===== config.mk =====
export PLATFORM = sky130hd
export DESIGN_NAME = stage_sequencer
export DESIGN_NICKNAME = d
export VERILOG_FILES = /design/src/rtl/stage_sequencer.sv
export SDC_FILE = /design/constraint.sdc
export NUM_CORES = 1
export LEC_CHECK = 0
export BUFFER_PORTS_ARGS = -buffer_cell sky130_fd_sc_hd__buf_4
export CAP_MARGIN = 20
export CORE_ASPECT_RATIO = 0.5
export CORE_MARGIN = 2
export CORE_UTILIZATION = 40
export CTS_BUF_LIST = sky130_fd_sc_hd__clkbuf_4 sky130_fd_sc_hd__clkbuf_8
export DETAILED_ROUTE_END_ITERATION = 12
export PLACE_DENSITY = 0.69
export SLEW_MARGIN = 20
export SYNTH_ARGS = -nofsm -noshare
export SYNTH_HDL_FRONTEND = slang
export SYNTH_SLANG_ARGS = --single-unit

===== constraint.sdc =====
create_clock -name clk -period 2.72 [get_ports clk]
set_input_delay 0.68 -clock clk [delete_from_list [all_inputs] [get_ports clk]]
set_output_delay 0.68 -clock clk [all_outputs]
set_load 0.005 [all_outputs]

===== src/rtl/stage_sequencer.sv =====
// Core stage sequencer: owns the program-load handshake, then cycles
// FETCH/DECODE/EXECUTE with run/halt, single-step, reload and a retired counter.
module stage_sequencer #(
  parameter int PMEM_DEPTH = 256,
  parameter int ADDR_W     = 8,
  parameter int CNT_W      = 16
) (
  input  logic              clk,
  input  logic              rst_n,
  input  logic              run_en,
  input  logic              step,
  input  logic              reload,
  input  logic              load_valid,
  input  logic              load_last,
  output logic              load_ready,
  output logic [ADDR_W-1:0] load_addr,
  output logic              pmem_load_we,
  output logic              pc_clr,
  output logic [1:0]        stage,
  output logic              halted,
  output logic              load_done,
  output logic [CNT_W-1:0]  instr_count
);

  typedef enum logic [2:0] {
    S_LOAD, S_FETCH, S_DECODE, S_EXECUTE, S_HALT
  } state_t;

  state_t state, state_nx;
  logic   step_pending;
  logic   load_beat, load_term, enter_load;

  function automatic logic [CNT_W-1:0] sat_inc(input logic [CNT_W-1:0] cnt);
    return (&cnt) ? cnt : cnt + CNT_W'(1);
  endfunction

  assign load_beat  = (state == S_LOAD) && load_valid;
  assign load_term  = load_beat && (load_last || (load_addr == ADDR_W'(PMEM_DEPTH - 1)));
  assign enter_load = (state_nx == S_LOAD) && (state != S_LOAD);

  always_ff @(posedge clk or negedge rst_n) begin
    if (!rst_n) state <= S_LOAD;
    else        state <= state_nx;
  end

  always_comb begin
    state_nx = state;
    case (state)
      S_LOAD:    if (load_term) state_nx = run_en ? S_FETCH : S_HALT;
      S_FETCH:   state_nx = S_DECODE;
      S_DECODE:  state_nx = S_EXECUTE;
      S_EXECUTE: begin
        if (reload)            state_nx = S_LOAD;
        else if (step_pending) state_nx = S_HALT;
        else if (!run_en)      state_nx = S_HALT;
        else                   state_nx = S_FETCH;
      end
      S_HALT: begin
        if (reload)      state_nx = S_LOAD;
        else if (run_en) state_nx = S_FETCH;
        else if (step)   state_nx = S_FETCH;
      end
      default:   state_nx = S_LOAD;
    endcase
  end

  always_comb begin
    load_ready   = (state == S_LOAD);
    pmem_load_we = load_valid && (state == S_LOAD);
    pc_clr       = load_term;
    halted       = (state == S_HALT);
    case (state)
      S_LOAD:    stage = 2'b00;
      S_FETCH:   stage = 2'b01;
      S_DECODE:  stage = 2'b10;
      S_EXECUTE: stage = 2'b11;
      S_HALT:    stage = 2'b01;
      default:   stage = 2'b00;
    endcase
  end

  // Load bookkeeping, retired counter and the one-shot step flag
  always_ff @(posedge clk or negedge rst_n) begin
    if (!rst_n) begin
      load_addr    <= '0;
      load_done    <= 1'b0;
      instr_count  <= '0;
      step_pending <= 1'b0;
    end else begin
      if (load_term || enter_load) load_addr <= '0;
      else if (load_beat)          load_addr <= load_addr + ADDR_W'(1);

      if (load_term)       load_done <= 1'b1;
      else if (enter_load) load_done <= 1'b0;

      if (state == S_EXECUTE) instr_count <= sat_inc(instr_count);

      if (state == S_EXECUTE)
        step_pending <= 1'b0;
      else if (state == S_HALT && !reload && !run_en && step)
        step_pending <= 1'b1;
    end
  end

endmodule


==> qor.yml <==
worstPathCellList: "or4b_4 -> nor2_1 -> buf_4"
synth_cells: 150
finalSetupTns_ns: 0
synth_top_area_cell: "dfrtp_1"
arrival_ns: 1.73
r2r-end: "instr_count[1]"
worstSkewPairLatency_ns: 0.28
detailedRoute.firstIterationViolations: 59
cts_tree: "built"
cp_slowest_cell: "or4b_4"
worst-r2r-cell-count: 6
ioPinCount: 38
r2r_setup_slack_ns: 0.77
diodes: 0
dr.pass1.iters: 4
crit_fanout: 11
fmax_ghz: 0.414
dieHeight_um: 47.8
rows: 15
setup_viol: 0
grt_pass1_wl_um: 5260
die-area_um2: 4380
run_status: "completed"
grt_setup_unrepaired: "no"
cap_violations: 0
place_congestion: 0.828
fin_nets: 201
synth_seq_area_share_pct: 47.2
cts_buffers: 5
synth_top_area_share_pct: 47.2
ys_warn_count: 0
area_delta_synth_final_pct: 27.0
finalCritPeriodShare_pct: 88.7
crit_type: "register to output pin"
crit_path_end_kind: "output pin"
coreArea_um2: 3550
busiest_layer: "met2"
ant_nets: 0
postCtsSetupRepairBufs: 0
fin_ws_ns: 0.307
synth.distinct_cells: 40
netlist_top_cells_area: "dfrtp_1 (47%), xor2_1 (8.0%), nor3_1 (3.3%)"
drv_slew: 0
ir_drop_v: 0.000366
gr-usage-met2_pct: 24.3
layout_min_cycle_time_ns: 2.41
synthArstFlopShare_pct: 100
dp_slack_ns: 0.436
crit_required_ns: 2.04
synth_area_um2: 1540
relSlewSlack_pct: 59.4
p_leak_nw: 0.944
h-tree-depth: 2
grt_pass1_vias: 1148
initial_core_util_pct: 43.3
hpwlAfterDp_um: 2240
reg2reg_from: "instr_count[0]"
worst_pin_slew_ns: 0.604
cp_slowest_stage_delay_ns: 0.64
ys_seq_elements: 29
clock-sinks: 29
clk_pin_slew_ns: 0.06
drive_gt1_share_pct: 29.2
drcViolationCount: 0
powerDensity_nw_per_um2: 738
syn_avg_cell_area_um2: 10.2
yosysMostFrequentCell: "dfrtp_1"
grt.met3_usage_pct: 4.72
syn_nets: 159
grt_max_degree: 30
grt_usage_pct: 16.0
use_met1_pct: 21.4
finalHoldViolCount: 0
skew_ns: 0.00277
cts_hold_buf: 0
antenna_found_initial: 0
cts.repair.resized: 0
numPortBuffers: 37
gr-total-overflow: 0
detail_route.wirelength_um: 3120
die_w_um: 91.7
hold_class: "primary input to async pin"
wl_per_cell_um: 12.8
cts_buffer_depth: 2
viasPerCell: 5.19
synth_edf_count: 0
root_buffer: "clkbuf_8"
critPathLaunchType: "register"
via_count: 1262
synthTopCellsByCount: "dfrtp_1 (29), xor2_1 (14), nor2_1 (10), nor3_1 (10), nand2_1 (8)"
ys_dominant_reg_cell: "dfrtp_1"
## cells by family after synthesis
family	after synthesis	share of synthesized area, %
XOR/XNOR	17	9.69
AO/OA/AOI/OAI	28	12.8
multiplexers	3	2.12
buffers and inverters	10	3.99
AND/OR/NAND/NOR	61	22.6
flip-flops	29	47.2
adder cells (fa/ha/maj)	2	1.63
## metrics by stage
step | std cells | hold WS, ns | cell area [µm²] | util (%) | power [mW]
after floorplan | 150 | 0.384 | 1540 | - | 0.901
after global placement | 236 | 0.481 | 1860 | 52.5 | 1.09
after detailed placement | 236 | 0.484 | 1860 | 52.5 | 1.09
after CTS | 243 | 0.327 | 1950 | 55.0 | 1.46
after global routing | 243 | 0.339 | 1950 | 55.0 | 1.55
final | 243 | 0.313 | 1950 | 55.0 | 1.44
## cell usage in the layout, fill, tap and decap left out, drive strengths merged, types with 3 or more instances in the layout
master  instances
a21o            3
a21oi           7
buf            41
clkbuf          7
dfrtp          29
inv             4
nand2           8
nand3           5
nand4           6
nor2           10
nor3           10
nor4            4
o211ai          3
o21ai           6
xnor2           3
xor2           14
## per-layer routing
metal  vias up  wire length, µm
met3         8              121
met1       598             1570
met2        23             1370
met5         -                0
li1        633                -
met4         0               51
## where the power goes
part | internal [mW] | total (mW) | switching (mW)
clock | 0.210 | 0.359 | 0.149
combinational | 0.251 | 0.464 | 0.212
sequential | 0.509 | 0.617 | 0.109
total | 0.970 | 1.44 | 0.470
## registers in the layout, indices dropped and copies added, names as in the netlist
| register | count |
|---|---|
| instr_count | 16 |
| step_pending | 1 |
| state | 3 |
| load_addr | 8 |
| load_done | 1 |
## critical path, delay by kind of cell, from the launching register on
kind / cells / cell delay [ns]
simple gates: 2 / 0.83
flops: 1 / 0.48
buf+inv: 1 / 0.14
## worst max-delay path by stage
stage / from / to / slack, ns
after floorplan: load_valid / pc_clr / 0.52
after global placement: load_valid / pc_clr / 0.42
after detailed placement: load_valid / pc_clr / 0.44
after CTS: state[0] / pc_clr / 0.30
after global routing: load_addr[0] / pc_clr / 0.18
final: state[0] / pc_clr / 0.31
## area by class of cell
| type | instances | area [µm²] |
|---|---|---|
| Fill cell | 322 | 1600 |
| Multi-Input combinational cell | 111 | 749 |
| Sequential cell | 29 | 726 |
| Timing Repair Buffer | 41 | 308 |
| Clock buffer | 7 | 90.1 |
| Tap cell | 51 | 63.8 |
| Inverter | 4 | 15.0 |
Note: power is estimated with default switching activity, not from simulation.
